$ cat config.mk
export PLATFORM = sky130hd
export DESIGN_NAME = cc_microsequencer
export DESIGN_NICKNAME = d
export VERILOG_FILES = /design/src/rtl/cc_microseq_pkg.sv /design/src/rtl/cc_microseq_stack.sv /design/src/rtl/cc_microsequencer.sv
export SDC_FILE = /design/constraint.sdc
export NUM_CORES = 1
export LEC_CHECK = 0
export CAP_MARGIN = 20
export CORE_MARGIN = 2
export CORE_UTILIZATION = 49
export DETAILED_ROUTE_END_ITERATION = 8
export MAX_ROUTING_LAYER = met4
export PLACE_DENSITY = 0.78
export SYNTH_ARGS = -nofsm -noshare
export SYNTH_HDL_FRONTEND = slang
export SYNTH_SLANG_ARGS = --single-unit
$ cat constraint.sdc
create_clock -name CC_MICROSEQ_CLOCK_50 -period 2.3 [get_ports CC_MICROSEQ_CLOCK_50]
set_input_delay 0.345 -clock CC_MICROSEQ_CLOCK_50 [delete_from_list [all_inputs] [get_ports CC_MICROSEQ_CLOCK_50]]
set_output_delay 0.345 -clock CC_MICROSEQ_CLOCK_50 [all_outputs]
set_load 0.02 [all_outputs]
$ cat src/rtl/cc_microseq_pkg.sv
// Shared definitions for the microsequencer: next-address modes and the
// constant bits wrapped around the opcode to form a decode entry point.
package cc_microseq_pkg;

    localparam int DATAWIDTH_BUS_DEFAULT = 11;

    typedef enum logic [2:0] {
        MODE_NEXT   = 3'b000,
        MODE_JUMP   = 3'b001,
        MODE_DECODE = 3'b010,
        MODE_CJUMP  = 3'b011,
        MODE_CALL   = 3'b100,
        MODE_RETURN = 3'b101,
        MODE_HOLD   = 3'b110,
        MODE_RSVD   = 3'b111
    } mode_e;

    localparam logic       DECODE_PREFIX = 1'b1;
    localparam logic [1:0] DECODE_SUFFIX = 2'b00;

endpackage

$ cat src/rtl/cc_microseq_stack.sv
// Return-address LIFO for micro-subroutine calls. The occupancy counter
// doubles as the write pointer, so entries never move once written.
module cc_microseq_stack
    import cc_microseq_pkg::*;
#(
    parameter  int WIDTH = DATAWIDTH_BUS_DEFAULT,
    parameter  int DEPTH = 4,
    localparam int CNT_W = $clog2(DEPTH + 1),
    localparam int IDX_W = (DEPTH > 1) ? $clog2(DEPTH) : 1
) (
    input  logic             clk,
    input  logic             srst,
    input  logic             pushEn,
    input  logic             popEn,
    input  logic [WIDTH-1:0] pushData,
    output logic [WIDTH-1:0] top,
    output logic [CNT_W-1:0] depth,
    output logic             full,
    output logic             empty
);

    logic [WIDTH-1:0] stackMem [DEPTH];
    logic [CNT_W-1:0] depthReg;
    logic [CNT_W-1:0] topPos;
    logic [IDX_W-1:0] wrIdx;
    logic [IDX_W-1:0] rdIdx;
    logic             doPush;
    logic             doPop;

    assign full   = (depthReg == CNT_W'(DEPTH));
    assign empty  = (depthReg == '0);
    assign doPush = pushEn && !full;
    assign doPop  = popEn && !empty;
    assign topPos = depthReg - 1'b1;
    assign wrIdx  = depthReg[IDX_W-1:0];
    assign rdIdx  = topPos[IDX_W-1:0];

    // Entries carry no reset: occupancy alone decides what is valid.
    generate
        for (genvar gi = 0; gi < DEPTH; gi++) begin : g_entry
            always_ff @(posedge clk) begin
                if (doPush && (wrIdx == IDX_W'(gi))) begin
                    stackMem[gi] <= pushData;
                end
            end
        end
    endgenerate

    always_ff @(posedge clk) begin
        if (srst) begin
            depthReg <= '0;
        end else if (doPush && !doPop) begin
            depthReg <= depthReg + 1'b1;
        end else if (doPop && !doPush) begin
            depthReg <= depthReg - 1'b1;
        end
    end

    assign top   = stackMem[rdIdx];
    assign depth = depthReg;

endmodule

$ cat src/rtl/cc_microsequencer.sv
// Registered micro-program counter with jump, decode, conditional jump,
// call/return through a small LIFO, hold/stall, and sticky stack-error flags.
module cc_microsequencer
    import cc_microseq_pkg::*;
#(
    parameter int DATAWIDTH_BUS           = DATAWIDTH_BUS_DEFAULT,
    parameter int DATAWIDTH_DECODE        = 8,
    parameter int DATAWIDTH_MUX_SELECTION = 3,
    parameter int STACK_DEPTH             = 4,
    parameter logic [DATAWIDTH_BUS-1:0] RESET_ADDR = '0
) (
    input  logic                                 CC_MICROSEQ_CLOCK_50,
    input  logic                                 CC_MICROSEQ_RESET_InHigh,
    input  logic                                 CC_MICROSEQ_Stall_In,
    input  logic [DATAWIDTH_MUX_SELECTION-1:0]   CC_MICROSEQ_selection_InBUS,
    input  logic [DATAWIDTH_BUS-1:0]             CC_MICROSEQ_Jump_InBUS,
    input  logic [DATAWIDTH_DECODE-1:0]          CC_MICROSEQ_Decode_InBUS,
    input  logic                                 CC_MICROSEQ_Cond_In,
    output logic [DATAWIDTH_BUS-1:0]             CC_MICROSEQ_data_OutBUS,
    output logic [$clog2(STACK_DEPTH+1)-1:0]     CC_MICROSEQ_Depth_OutBUS,
    output logic                                 CC_MICROSEQ_Overflow_Out,
    output logic                                 CC_MICROSEQ_Underflow_Out
);

    logic [DATAWIDTH_BUS-1:0] upcReg;
    logic [DATAWIDTH_BUS-1:0] upcNext;
    logic [DATAWIDTH_BUS-1:0] incAddr;
    logic [DATAWIDTH_BUS-1:0] stackTop;
    logic                     overflowReg;
    logic                     overflowNext;
    logic                     underflowReg;
    logic                     underflowNext;
    logic                     pushEn;
    logic                     popEn;
    logic                     stackFull;
    logic                     stackEmpty;
    mode_e                    mode;

    assign mode    = mode_e'(CC_MICROSEQ_selection_InBUS);
    assign incAddr = upcReg + 1'b1;

    always_comb begin
        upcNext       = incAddr;
        overflowNext  = overflowReg;
        underflowNext = underflowReg;
        pushEn        = 1'b0;
        popEn         = 1'b0;
        case (mode)
            MODE_NEXT:   upcNext = incAddr;
            MODE_JUMP:   upcNext = CC_MICROSEQ_Jump_InBUS;
            MODE_DECODE: upcNext = {DECODE_PREFIX, CC_MICROSEQ_Decode_InBUS, DECODE_SUFFIX};
            MODE_CJUMP:  upcNext = CC_MICROSEQ_Cond_In ? CC_MICROSEQ_Jump_InBUS : incAddr;
            MODE_CALL: begin
                if (stackFull) begin
                    overflowNext = 1'b1;
                end else begin
                    pushEn  = 1'b1;
                    upcNext = CC_MICROSEQ_Jump_InBUS;
                end
            end
            MODE_RETURN: begin
                if (stackEmpty) begin
                    underflowNext = 1'b1;
                end else begin
                    popEn   = 1'b1;
                    upcNext = stackTop;
                end
            end
            MODE_HOLD:   upcNext = upcReg;
            default:     upcNext = incAddr;
        endcase
    end

    // Stall gates the stack here; reset priority is enforced inside the stack.
    cc_microseq_stack #(
        .WIDTH (DATAWIDTH_BUS),
        .DEPTH (STACK_DEPTH)
    ) u_stack (
        .clk      (CC_MICROSEQ_CLOCK_50),
        .srst     (CC_MICROSEQ_RESET_InHigh),
        .pushEn   (pushEn && !CC_MICROSEQ_Stall_In),
        .popEn    (popEn && !CC_MICROSEQ_Stall_In),
        .pushData (incAddr),
        .top      (stackTop),
        .depth    (CC_MICROSEQ_Depth_OutBUS),
        .full     (stackFull),
        .empty    (stackEmpty)
    );

    always_ff @(posedge CC_MICROSEQ_CLOCK_50) begin
        if (CC_MICROSEQ_RESET_InHigh) begin
            upcReg       <= RESET_ADDR;
            overflowReg  <= 1'b0;
            underflowReg <= 1'b0;
        end else if (!CC_MICROSEQ_Stall_In) begin
            upcReg       <= upcNext;
            overflowReg  <= overflowNext;
            underflowReg <= underflowNext;
        end
    end

    assign CC_MICROSEQ_data_OutBUS   = upcReg;
    assign CC_MICROSEQ_Overflow_Out  = overflowReg;
    assign CC_MICROSEQ_Underflow_Out = underflowReg;

endmodule
==> flow_summary.ini, run 1 <==
[synth]
synthMostInstantiatedCell = edfxtp_1
syn-cell-area_sq_um = 2859
yosys_register_bits = 60
synth_warnings = 0
async_flop_share = 0
synth_top_area_share = 0.4621
synth_top_flop_cell = edfxtp_1
syn_area_per_cell_sq_um = 12.76
netlist_top_cells_count = edfxtp_1, nor2_1, dfxtp_1
synth_area_leaders = edfxtp_1, dfxtp_1, mux4_2
synth_edf_count = 44
ys_types = 41
synth_fp_nets = 257
yosysSeqAreaShare = 0.5742
synth_top_area_cell = edfxtp_1
netlist_instances = 224

[sta]
rsz0062_at_grt = no
whs_ns = 0.4788
hold_viol_final = 0
setup_tns_ns = 0
finClkSkew_ns = 0.01382
layout_worst_path_cycle_share = 0.9129
fmax_mhz = 476.3
relSlewSlack = 0.4673
fin_ws_ns = 0.2003
drv_slew = 0
tightest_slew_ns = 0.7974
setup-violations-final = 0
fin_crit_ns = 2.100

[setup_path]
worstPathArrival_ns = 2.35
critPathTopFamily = simple AND/OR/NAND/NOR gates
rr_endpoint = CC_MICROSEQ_data_OutBUS[10]
worstReg2RegStart = u_stack.depth[1]
r2r_cells = 6
path_depth = 7
crit_type = in -> reg
end_kind = register
timing.critical_path.from = CC_MICROSEQ_selection_InBUS[2]
slowest_stage = clkdlybuf4s50_1
max_stage_delay_ns = 0.47
path_cells = clkdlybuf4s50_1 -> or2b_1 -> or3_1 -> a21oi_1 -> ha_1 -> or3_1 -> a21oi_1
reg2reg_slack_ns = 0.27
worstSetupStartpointType = primary input
critPathBufInv = 1
worstPathRequired_ns = 2.55
cp_max_fo = 2

[min_path]
hold_class = reg -> reg
hold_end = CC_MICROSEQ_Overflow_Out
holdPathStages = 2
min_from = CC_MICROSEQ_Overflow_Out

[drt]
vias_per_cell = 5.705
ant_nets = 0
drc_errors = 0
num_vias = 2088
drt_iter0_markers = 119
wirelength_um = 6513
wire_per_inst_um = 17.80
first_pass_iters = 4

[final_layout]
diodes = 0
layout-drive-gt1-share = 0.2007
fin_nets = 323
syn2layout_area_growth_pct = 30.63
postLayoutCoreUtil = 0.6700
n_fill_cell = 419

[die]
std_cell_rows = 27
die-area_sq_um = 6462
core_area_sq_um = 5574
io_pins = 42
die_w_um = 80.39
start_util = 0.5129
die_h_um = 80.39

[cts]
clkSinkCount = 60
clk_pin_slew_ns = 0.07
clkLatencyLatePin_ns = 0.33
cts-root-buf = clkbuf_8
post_cts_buffers = 0
h-tree-depth = 3
ctsLongestPathBuffers = 2
numCtsBuffers = 9
post_cts_resized = 0
ctsHoldBuffers = 0
cts_tree = yes

[pwr]
powerDensity_nw_per_um2 = 661.7
p_leak_nw = 1.310
irDropWorstVdd_v = 0.0004487
fin_total_pwr_mw = 2.471

[job]
max_cap_viol_count = 0

[placed_design]
hpwl_um = 4629
place_ws_ns = -0.1257
globalplace.congestion = 0.8304
io_buffers = 41

[global_routing]
first_global_vias = 2119
grt_usage = 0.2286
antenna_found_initial = 0
overflow = 0
grt_max_degree = 17
grt_pass1_wl_um = 10450

[outcome]
status = finished clean
metal layers:
layer / wire length [um] / share of wire / up-vias / track usage
met4: 107 / 0.016 / 0 / 0.07797
met2: 3329 / 0.51 / 76 / 0.3833
met1: 2697 / 0.41 / 1010 / 0.2838
li1: - / - / 991 / -
met5: 0 / 0 / - / -
met3: 379 / 0.058 / 11 / 0.03708
worst max-delay path by stage:
stage,endpoint
floorplan,u_stack.depth[2]
global placement,u_stack.depth[2]
detailed placement,u_stack.depth[2]
CTS,u_stack.depth[2]
global route,CC_MICROSEQ_data_OutBUS[7]
finish,u_stack.depth[2]
registers in the layout, indices dropped and copies added (netlist names):
signal	cells
CC_MICROSEQ_Overflow_Out	1
u_stack.depth	3
u_stack.stackMem	44
CC_MICROSEQ_data_OutBUS	11
CC_MICROSEQ_Underflow_Out	1
placed cells by master, fill, tap and decap left out, types with 3 or more instances in the layout:
master	n
a211oi_1	6
a21oi_1	7
a221oi_1	5
a31oi_1	3
and2_1	4
buf_12	4
buf_4	22
clkbuf_8	9
clkdlybuf4s50_1	41
clkinv_2	3
dfxtp_1	15
edfxtp_1	44
ha_1	7
inv_1	3
mux4_2	11
nand2_1	9
nand2b_1	8
nand3_1	10
nand4_1	6
nor2_1	21
nor3_1	5
o21ai_0	9
or2_2	4
xnor2_1	8
xor2_1	3
cell families after synthesis:
logic type | Yosys count | synth area share
adders and majority gates | 7 | 0.03063
muxes | 12 | 0.09015
xor gates and xnor gates | 11 | 0.03370
and+or+nand+nor | 80 | 0.1484
buffers and inverters | 15 | 0.02319
AOI/OAI and AO/OA | 39 | 0.09978
DFF | 60 | 0.5742
report_power, final:
| part | switching, mW | internal, mW |
|---|---|---|
| sequential | 0.0346 | 1.20 |
| clock | 0.392 | 0.490 |
| combinational | 0.174 | 0.185 |
| total | 0.600 | 1.87 |
through the flow:
step / cells / instance area [sq um]
after CTS: 366 / 3735
after floorplan: 224 / 2874
after global routing: 366 / 3735
final: 366 / 3735
after detailed placement: 351 / 3553
after global placement: 351 / 3553
worst min-delay path, stage by stage, from the launching register on:
cell	delay (ns)
dfxtp_1	0.33
nor2_1	0.05
nor2_1	0.07
area by class of cell:
type / instances / area, sq um / area share
Sequential cell: 60 / 1645 / 0.4405
Multi-Input combinational cell: 149 / 1151 / 0.3082
Timing Repair Buffer: 67 / 655.6 / 0.1755
Clock buffer: 10 / 127.6 / 0.03417
Tap cell: 72 / 90.09 / 0.02412
Clock inverter: 5 / 53.80 / 0.01441
Inverter: 3 / 11.26 / 0.003015
(Power assumes the default switching activity.)
==> run 2: changes to the inputs <==
--- a/config.mk
+++ b/config.mk
@@ -7,10 +7,10 @@
 export LEC_CHECK = 0
 export CAP_MARGIN = 20
 export CORE_MARGIN = 2
-export CORE_UTILIZATION = 49
+export CORE_UTILIZATION = 40
 export DETAILED_ROUTE_END_ITERATION = 8
 export MAX_ROUTING_LAYER = met4
-export PLACE_DENSITY = 0.78
+export PLACE_DENSITY = 0.66
 export SYNTH_ARGS = -nofsm -noshare
 export SYNTH_HDL_FRONTEND = slang
 export SYNTH_SLANG_ARGS = --single-unit
==> flow_summary.ini, run 2 (synthesis gave the netlist of run 1 again) <==
[setup_path]
slowest_stage = clkdlybuf4s50_1
max_stage_delay_ns = 0.48
worstPathRequired_ns = 2.56
worstSetupStartpointType = primary input
path_cells = clkdlybuf4s50_1 -> or2b_1 -> or3_1 -> a21oi_1 -> ha_1 -> or3_1 -> a21oi_1
end_kind = register
worstPathArrival_ns = 2.37
cp_max_fo = 2
crit_type = in -> reg

[global_routing]
grt_usage = 0.1985
first_global_vias = 2114
grt_max_degree = 17
overflow = 0
antenna_found_initial = 0
grt_pass1_wl_um = 10790

[sta]
relSlewSlack = 0.4840
setup_tns_ns = 0
setup-violations-final = 0
drv_slew = 0
rsz0062_at_grt = no
fin_crit_ns = 2.112
hold_viol_final = 0
fmax_mhz = 473.4
whs_ns = 0.4698
tightest_slew_ns = 0.7716
fin_ws_ns = 0.1877
finClkSkew_ns = 0.01059
layout_worst_path_cycle_share = 0.9184

[pwr]
p_seq_frac = 0.490
switching_share = 0.2400
power.internal_mw = 1.902
powerDensity_nw_per_um2 = 658.1
pwr-share-comb = 0.150
p_leak_nw = 1.328
pwr-share-clk = 0.360
irDropWorstVdd_v = 0.0003727
switchingPower_mw = 0.6009

[placed_design]
globalplace.congestion = 0.7902
hpwl_um = 4854
io_buffers = 41
place_ws_ns = -0.1756

[cts]
clk_pin_slew_ns = 0.07
post_cts_resized = 0
numCtsBuffers = 9
h-tree-depth = 3
cts-root-buf = clkbuf_8
cts_tree = yes
clkSinkCount = 60
clkLatencyLatePin_ns = 0.34
ctsLongestPathBuffers = 2
ctsHoldBuffers = 0
post_cts_buffers = 0

[drt]
wirelength_um = 6943
drt_iter0_markers = 129
wire_per_inst_um = 17.67
num_vias = 2098
routed-wl-met2_um = 3308
met1_length_um = 2941
wl_met3_um = 566
top_layer = met4
first_pass_iters = 6
ant_nets = 0
drc_errors = 0
vias_per_cell = 5.338

[die]
die-area_sq_um = 7839
io_pins = 42
die_w_um = 88.54
die_h_um = 88.54
start_util = 0.4162
core_area_sq_um = 6869
std_cell_rows = 30

[min_path]
hold_class = reg -> reg

[outcome]
status = finished clean

[final_layout]
final_common_cell = edfxtp_1
layout_common_cells = edfxtp_1, clkdlybuf4s50_1, buf_4
postLayoutCoreUtil = 0.5537
diodes = 0
largest_register_ff_count = 44
syn2layout_area_growth_pct = 33.04
top_register = u_stack.stackMem
fin_nets = 326
layout-drive-gt1-share = 0.2020
n_fill_cell = 574

[job]
max_cap_viol_count = 0
run 2: path summary, 6_finish.rpt:
check | startpoint | end | slack, ns | depth (start not counted)
setup reg to reg | u_stack.depth[1] | CC_MICROSEQ_data_OutBUS[4] | 0.26 | 8
hold / removal | CC_MICROSEQ_Underflow_Out | CC_MICROSEQ_Underflow_Out | 0.47 | 2
setup / recovery | CC_MICROSEQ_selection_InBUS[2] | u_stack.depth[2] | 0.19 | 7
hold reg to reg | CC_MICROSEQ_Underflow_Out | CC_MICROSEQ_Underflow_Out | 0.47 | 2
run 2: critical path: cells and delay by family:
family / cells / cell delay [ns]
compound gates: 2 / 0.32
fa+ha+maj: 1 / 0.27
buf+inv: 1 / 0.48
simple gates: 3 / 0.96
run 2: power groups by stage:
stage               Combinational (mW)  Clock, mW  Sequential, mW
finish                           0.376      0.900            1.23
global route                     0.409      0.956            1.23
CTS                              0.379      0.916            1.23
detailed placement               0.376          0            1.25
global placement                 0.371          0            1.25
floorplan                        0.178          0            1.27
run 2: area by class of cell:
type,count,area [sq um],area share
Sequential cell,60,1645,0.4326
Clock buffer,11,141.4,0.03717
Inverter,3,11.26,0.002961
Tap cell,96,120.1,0.03158
Clock inverter,4,41.29,0.01086
Timing Repair Buffer,70,690.7,0.1816
Multi-Input combinational cell,149,1154,0.3033
run 2: layer usage:
metal	up-vias	GRT usage
li1	993	-
met1	1009	0.2424
met2	83	0.3083
met3	13	0.04851
met4	0	0.09917
met5	-	-
run 2: through the flow:
stage	cells	power [mW]	cell area, sq um
after detailed placement	378	1.626	3618
after floorplan	224	1.443	2874
final	393	2.503	3804
after CTS	393	2.521	3801
after global placement	378	1.620	3618
after global routing	393	2.595	3804
==> run 3: changes to the inputs <==
--- a/config.mk
+++ b/config.mk
@@ -8,6 +8,7 @@
 export CAP_MARGIN = 20
 export CORE_MARGIN = 2
 export CORE_UTILIZATION = 40
+export CTS_BUF_LIST = sky130_fd_sc_hd__clkbuf_4 sky130_fd_sc_hd__clkbuf_8
 export DETAILED_ROUTE_END_ITERATION = 8
 export MAX_ROUTING_LAYER = met4
 export PLACE_DENSITY = 0.66
==> flow_summary.ini, run 3 (synthesis gave the netlist of run 1 again) <==
[global_routing]
grt_pass1_wl_um = 10790
overflow = 0
antenna_found_initial = 0
first_global_vias = 2114
grt_usage = 0.1985
grt_max_degree = 17

[sta]
rsz0062_at_grt = no
fmax_mhz = 474.1
drv_slew = 0
tightest_slew_ns = 0.8082
layout_worst_path_cycle_share = 0.9171
setup-violations-final = 0
finClkSkew_ns = 0.01130
fin_crit_ns = 2.109
hold_viol_final = 0
whs_ns = 0.4702
relSlewSlack = 0.4595

[final_layout]
syn2layout_area_growth_pct = 33.17
diodes = 0
largest_register_ff_count = 44
final_common_cell = edfxtp_1
top_register = u_stack.stackMem
fin_nets = 326
layout-drive-gt1-share = 0.2054
layout_common_cells = edfxtp_1, clkdlybuf4s50_1, buf_4
final_cells = 393
stdcell_area_sq_um = 3807

[setup_path]
worstPathArrival_ns = 2.37
slowest_stage = clkdlybuf4s50_1
max_stage_delay_ns = 0.48
cp_max_fo = 2
crit_type = in -> reg
path_cells = clkdlybuf4s50_1 -> or2b_1 -> or3_1 -> a21oi_1 -> ha_1 -> or3_1 -> a21oi_1
critPathBufInv = 1
worstSetupStartpointType = primary input
critPathTopFamily = simple AND/OR/NAND/NOR gates
end_kind = register
worstPathRequired_ns = 2.56

[cts]
cts-root-buf = clkbuf_8
cts_tree = yes
clk_pin_slew_ns = 0.07
clkSinkCount = 60
clkLatencyLatePin_ns = 0.34
h-tree-depth = 3
ctsHoldBuffers = 0
numCtsBuffers = 9
ctsLongestPathBuffers = 2

[die]
core_area_sq_um = 6869
std_cell_rows = 30
start_util = 0.4162
die-area_sq_um = 7839
die_w_um = 88.54
io_pins = 42
die_h_um = 88.54

[drt]
num_vias = 2111
first_pass_iters = 4
wire_per_inst_um = 17.79
wirelength_um = 6991
drt_iter0_markers = 107
drc_errors = 0
vias_per_cell = 5.372
ant_nets = 0

[placed_design]
numPlacedInstances = 378
globalplace.congestion = 0.7902
dpl_cell_area_sq_um = 3618
hpwl_um = 4854
io_buffers = 41

[pwr]
p_leak_nw = 1.331
powerDensity_nw_per_um2 = 662.1
irDropWorstVdd_v = 0.0003738

[job]
max_cap_viol_count = 0

[outcome]
status = finished clean

[min_path]
hold_class = reg -> reg
==> run 3: timing repair <==
action / in CTS / in global routing
gates resized for setup: 0 / 1
setup buffers: 0 / 0
endpoints found under the setup margin: 0 / 1
==> run 3: power by group <==
part / switching [mW] / internal, mW
logic: 0.183 / 0.193
clock network: 0.393 / 0.525
registers: 0.0312 / 1.20
total: 0.607 / 1.91
==> run 3: final cells by class <==
cell class,count,area [sq um]
Clock buffer,11,145.1
Clock inverter,4,41.29
Fill cell,573,3062
Inverter,3,11.26
Multi-Input combinational cell,149,1154
Sequential cell,60,1645
Tap cell,96,120.1
Timing Repair Buffer,70,690.7
==> run 3: final timing paths <==
kind	end	cells past startpoint	startpoint	slack, ns
hold / removal	CC_MICROSEQ_Underflow_Out	2	CC_MICROSEQ_Underflow_Out	0.47
setup / recovery	u_stack.depth[2]	7	CC_MICROSEQ_selection_InBUS[2]	0.19
hold reg to reg	CC_MICROSEQ_Underflow_Out	2	CC_MICROSEQ_Underflow_Out	0.47
setup reg to reg	CC_MICROSEQ_data_OutBUS[4]	8	u_stack.depth[1]	0.26
==> run 3: worst reg2reg max path: cells and delay by family, from the launching register on <==
family | cells | cell delay [ns]
flops | 1 | 0.42
compound gates | 1 | 0.17
mux | 1 | 0.30
simple gates | 3 | 0.28
fa+ha+maj | 1 | 0.42
buf+inv | 2 | 0.31
==> run 3: metal layers <==
metal	GRT usage	wire, um
met5	-	0
met4	0.09917	142
met3	0.04851	455
met2	0.3083	3308
met1	0.2424	3085
==> run 3: metrics by stage <==
stage / power (mW) / util / setup WS (ns) / TNS [ns]
after global placement: 1.620 / 0.5268 / -0.1624 / -3.607
after CTS: 2.533 / 0.5539 / 0.1562 / 0
after floorplan: 1.443 / - / 0.0006439 / 0
after global routing: 2.607 / 0.5543 / 0.06724 / 0
final: 2.521 / 0.5543 / 0.1906 / 0
after detailed placement: 1.626 / 0.5268 / -0.1756 / -3.821
